File: config.mk
export PLATFORM = sky130hd
export DESIGN_NAME = truth_table_sweeper
export DESIGN_NICKNAME = d
export VERILOG_FILES = /design/src/rtl/truth_table_pkg.sv /design/src/rtl/dwell_timer.sv /design/src/rtl/truth_table_sweeper.sv
export SDC_FILE = /design/constraint.sdc
export NUM_CORES = 1
export LEC_CHECK = 0
export ABC_AREA = 1
export BUFFER_PORTS_ARGS = -buffer_cell sky130_fd_sc_hd__buf_4
export CORE_MARGIN = 2
export CORE_UTILIZATION = 57
export CTS_BUF_LIST = sky130_fd_sc_hd__clkbuf_2
export DETAILED_ROUTE_END_ITERATION = 10
export PLACE_DENSITY = 0.92
export SYNTH_ARGS = -nofsm -noshare
export SYNTH_HDL_FRONTEND = slang
export SYNTH_HIERARCHICAL = 1
export SYNTH_SLANG_ARGS = --single-unit
File: constraint.sdc
create_clock -name clk -period 3.5 [get_ports clk]
set_clock_uncertainty 0.2 [all_clocks]
set_input_delay 0.7 -clock clk [delete_from_list [all_inputs] [get_ports clk]]
set_output_delay 0.7 -clock clk [all_outputs]
set_load 0.05 [all_outputs]
File: src/rtl/truth_table_pkg.sv
// Shared types and sizing for the truth-table sweeper.
// Latency: n/a (declarations only).
// Backpressure: n/a.
package truth_table_pkg;

  typedef enum logic [1:0] {
    IDLE = 2'd0,
    RUN  = 2'd1,
    DONE = 2'd2
  } sweep_state_t;

  localparam int NUM_COMBOS = 8;
  localparam int COMBO_W    = 3;

  // Final input combination of a sweep; capturing it ends the sweep.
  localparam logic [COMBO_W-1:0] LAST_COMBO = COMBO_W'(NUM_COMBOS - 1);

endpackage

File: src/rtl/dwell_timer.sv
// Hold counter: counts cycles spent on the current input combination.
// Latency: expire is combinational from the registered count (count==DWELL-1 while enabled).
// Backpressure: none; clear overrides enable and returns the count to 0.
module dwell_timer #(
  parameter int DWELL = 10
) (
  input  logic clk,
  input  logic rst_n,
  input  logic clear,
  input  logic enable,
  output logic expire
);

  localparam int                CNT_W    = $clog2(DWELL + 1);
  localparam logic [CNT_W-1:0]  LAST_CNT = CNT_W'(DWELL - 1);

  logic [CNT_W-1:0] count_q;
  logic [CNT_W-1:0] count_d;

  // Expire on the last cycle of the hold; the count wraps to 0 on that same edge.
  assign expire = enable && (count_q == LAST_CNT);

  // Next count: clear wins, wrap on expire, otherwise step while enabled.
  always_comb begin
    count_d = count_q;
    if (clear) begin
      count_d = '0;
    end else if (expire) begin
      count_d = '0;
    end else if (enable) begin
      count_d = count_q + CNT_W'(1);
    end
  end

  // Count register.
  always_ff @(posedge clk or negedge rst_n) begin
    if (!rst_n) begin
      count_q <= '0;
    end else begin
      count_q <= count_d;
    end
  end

endmodule

File: src/rtl/truth_table_sweeper.sv
// Drives {a,b,c} through 0..7 and captures x/y into two 8-bit truth tables.
// Latency: 8*DWELL cycles of busy after the start edge, then a one-cycle done pulse.
// Backpressure: start is only honoured in IDLE; starts during RUN/DONE are dropped.
module truth_table_sweeper
  import truth_table_pkg::*;
#(
  parameter int DWELL = 10
) (
  input  logic       clk,
  input  logic       rst_n,
  input  logic       start,
  output logic       a,
  output logic       b,
  output logic       c,
  input  logic       x,
  input  logic       y,
  output logic       busy,
  output logic       done,
  output logic [7:0] table_x,
  output logic [7:0] table_y
);

  sweep_state_t              state_q;
  sweep_state_t              state_d;
  logic [COMBO_W-1:0]        combo_q;
  logic [COMBO_W-1:0]        combo_d;
  logic [NUM_COMBOS-1:0]     table_x_q;
  logic [NUM_COMBOS-1:0]     table_x_d;
  logic [NUM_COMBOS-1:0]     table_y_q;
  logic [NUM_COMBOS-1:0]     table_y_d;
  logic                      busy_q;
  logic                      busy_d;
  logic                      done_q;
  logic                      done_d;

  logic                      timer_clear;
  logic                      timer_enable;
  logic                      timer_expire;

  // The hold counter only runs during a sweep and sits at 0 otherwise,
  // so every sweep starts its first hold from a clean count.
  assign timer_enable = (state_q == RUN);
  assign timer_clear  = (state_q != RUN);

  dwell_timer #(
    .DWELL (DWELL)
  ) u_dwell_timer (
    .clk    (clk),
    .rst_n  (rst_n),
    .clear  (timer_clear),
    .enable (timer_enable),
    .expire (timer_expire)
  );

  // Next-state and next-output logic for the sweep sequencer.
  always_comb begin
    state_d   = state_q;
    combo_d   = combo_q;
    table_x_d = table_x_q;
    table_y_d = table_y_q;
    busy_d    = 1'b0;
    done_d    = 1'b0;

    case (state_q)
      IDLE: begin
        if (start) begin
          state_d   = RUN;
          combo_d   = '0;
          table_x_d = '0;
          table_y_d = '0;
          busy_d    = 1'b1;
        end
      end

      RUN: begin
        busy_d = 1'b1;
        if (timer_expire) begin
          // x/y have been driven by combo_q for DWELL cycles; sample them now.
          table_x_d[combo_q] = x;
          table_y_d[combo_q] = y;
          if (combo_q == LAST_COMBO) begin
            // Park the inputs back at 000 rather than letting combo wrap.
            state_d = DONE;
            combo_d = '0;
            busy_d  = 1'b0;
            done_d  = 1'b1;
          end else begin
            combo_d = combo_q + COMBO_W'(1);
          end
        end
      end

      DONE: begin
        state_d = IDLE;
      end

      default: begin
        state_d = IDLE;
        combo_d = '0;
      end
    endcase
  end

  // Sequencer state, stimulus and capture registers; every output comes from here.
  always_ff @(posedge clk or negedge rst_n) begin
    if (!rst_n) begin
      state_q   <= IDLE;
      combo_q   <= '0;
      table_x_q <= '0;
      table_y_q <= '0;
      busy_q    <= 1'b0;
      done_q    <= 1'b0;
    end else begin
      state_q   <= state_d;
      combo_q   <= combo_d;
      table_x_q <= table_x_d;
      table_y_q <= table_y_d;
      busy_q    <= busy_d;
      done_q    <= done_d;
    end
  end

  // combo_q is 0 outside RUN, so the inputs read 000 in IDLE and DONE.
  assign a       = combo_q[2];
  assign b       = combo_q[1];
  assign c       = combo_q[0];
  assign busy    = busy_q;
  assign done    = done_q;
  assign table_x = table_x_q;
  assign table_y = table_y_q;

endmodule

==> metrics.cfg <==
[clock_tree]
clockBufferDepth = 2
cts_sinks = 27
cts-resized-gates = 0
post_cts_buffers = 0
hold_buffers = 1
insertion_delay_ns = 0.36
clk_pin_slew_ns = 0.25
cts_max_level = 1
cts_tree = done
numCtsBuffers = 3
cts-root-buf = clkbuf_2

[pwr]
power.internal_w = 0.0003559
p_seq_frac = 0.669
peakVddDrop_mv = 0.2191
switching_share = 0.2559
p_leak_nw = 1.006
switchingPower_w = 0.0001224
power.density_nw_per_um2 = 290.5
clkPwrFrac = 0.240
comb_power_share = 0.091

[placement]
io_buffers = 25
postPlaceCellArea_um2 = 1617
finalWeightedCongestion = 0.8130
dp_hpwl_um = 2035

[timing]
post-route-period-util = 0.6004
finalCriticalPeriod_ns = 2.101
setup_tns_ns = 0
slew_violations = 0
fmax_mhz = 475.9
timing.slew.headroom = 0.7293
whs_ns = 0.3056
rsz0062_at_grt = no
final-setup-viol-count = 0
hold_violations = 0
tightest_slew_ns = 0.4018

[status]
status = completed

[yosys]
netlist_instances = 181
ys.flop_type = dfrtp_1
synth_area_leaders = dfrtp_1, nand2_1, inv_1
synth-edff-count = 0
async_flop_share = 1.000
yosys-top-cells-count = nand2_1, dfrtp_1, inv_1, nand2_2, nand3_1
netlist.area_leader.share = 0.4787
syn-mean-instance-area_um2 = 7.798
yosys.cell_types.count = 17
seq_area_frac_synth = 0.4787
synth_most_common_cell = nand2_1
yosys.area.top_type = dfrtp_1
synth_seq_cells = 27
syn_nets = 191
synth_area_um2 = 1411
yosys_warnings = 6

[worst_hold_path]
hold_class = reg -> reg

[routing]
vias = 1195
wire_per_inst_um = 11.06
antenna_left = 0
first_pass_iters = 4
post_drt_via_cell_ratio = 4.979
routed_wl_um = 2655
remaining_drc_errors = 0
drtIter0Drc = 17

[final_layout]
stdcell_area_um2 = 1647
fin_util = 0.6833
area_delta_synth_final_pct = 16.67
diodes = 0
drive_above_1_share = 0.2333
fin_nets = 221

[setup_path]
required_ns = 2.60
cp-end-kind = primary output
path_class = reg -> out
crit_family = flip-flops
cp_max_fo = 10
path_buf_inv = 1
cpPeakStageDelay_ns = 0.58
cp.arrival_ns = 1.20
crit_path_cell_trace = buf_4
slowest_stage = dfrtp_1
startpoint_type = flip-flop

[die]
start_util = 0.5857
dieArea_um2 = 2890
die_width_um = 53.76
fp.dieH_um = 53.76
core_area_um2 = 2410
pin_count = 26
num_rows = 18

[global_routing]
grt_pass1_vias = 1041
track_usage = 0.2130
grt_pass1_wl_um = 4422
grt_overflow = 0
antenna_found_initial = 0
grt_max_degree = 28

[job]
cap_viol_max_count = 0

final timing paths:
kind	startpoint	end	slack, ns	depth (start not counted)
max in group asynchronous	rst_n	state_q[1]	2.31	2
min reg2reg	table_y[2]	table_y[2]	0.31	2
min in group asynchronous	rst_n	table_x[3]	0.53	2
max reg2reg	state_q[1]	table_y[3]	1.46	10
max	combo_q[2]	a	1.40	1
min	table_y[2]	table_y[2]	0.31	2
metrics by stage:
stage          power [W]  worst slack (ns)  instances
2_1_floorplan  0.0003490             1.672        181
3_3_place_gp   0.0003681             1.603        235
3_5_place_dp   0.0003691             1.512        235
4_1_cts        0.0004835             1.395        240
5_1_grt        0.0005029             1.269        240
6_report       0.0004783             1.399        240
power by group through the flow:
stage	Combinational (W)	Sequential (W)	Clock, W
after floorplan	0.00000700	0.000342	0
after global placement	0.0000429	0.000325	0
after detailed placement	0.0000436	0.000326	0
after CTS	0.0000444	0.000320	0.000119
after global routing	0.0000477	0.000321	0.000134
final	0.0000435	0.000320	0.000115
placed cells by master, fill, tap and decap left out:
cell / instances
ha_1: 5
dfrtp_1: 27
o21ai_1: 2
inv_2: 1
dlygate4sd3_1: 1
nor2_1: 6
clkbuf_2: 3
nand2_2: 13
clkinv_2: 1
buf_4: 25
inv_1: 22
nor3_1: 1
nand2_4: 2
nor2_2: 1
inv_4: 1
o21ai_0: 2
nand2_1: 79
nand3_1: 13
nand4_1: 3
nor2_4: 2
state kept, by name, indices dropped and copies added (netlist names):
register	count
busy	1
combo_q	3
done	1
state_q	2
table_x	8
table_y	8
u_dwell_timer/count_q	4
cell families after synthesis:
family	share of synthesized area
buffers and inverters	0.07979
AOI/OAI and AO/OA	0.01418
adders and majority gates	0.04433
and+or+nand+nor	0.3830
DFF	0.4787
final cells by class:
| type | count | area (µm²) |
|---|---|---|
| Sequential cell | 27 | 675.6 |
| Clock buffer | 3 | 15.01 |
| Inverter | 24 | 92.59 |
| Timing Repair Buffer | 26 | 197.7 |
| Fill cell | 199 | 763.2 |
| Multi-Input combinational cell | 129 | 623.1 |
| Tap cell | 30 | 37.54 |
| Clock inverter | 1 | 5.005 |
metal layers:
metal | GRT usage | vias to the layer above | part of all wire
met5 | 0 | - | 0
met2 | 0.3760 | 29 | 0.51
met4 | 0.08974 | 0 | 0.020
met1 | 0.2656 | 554 | 0.44
li1 | - | 607 | -
met3 | 0.01667 | 5 | 0.034
(Power assumes the default switching activity.)
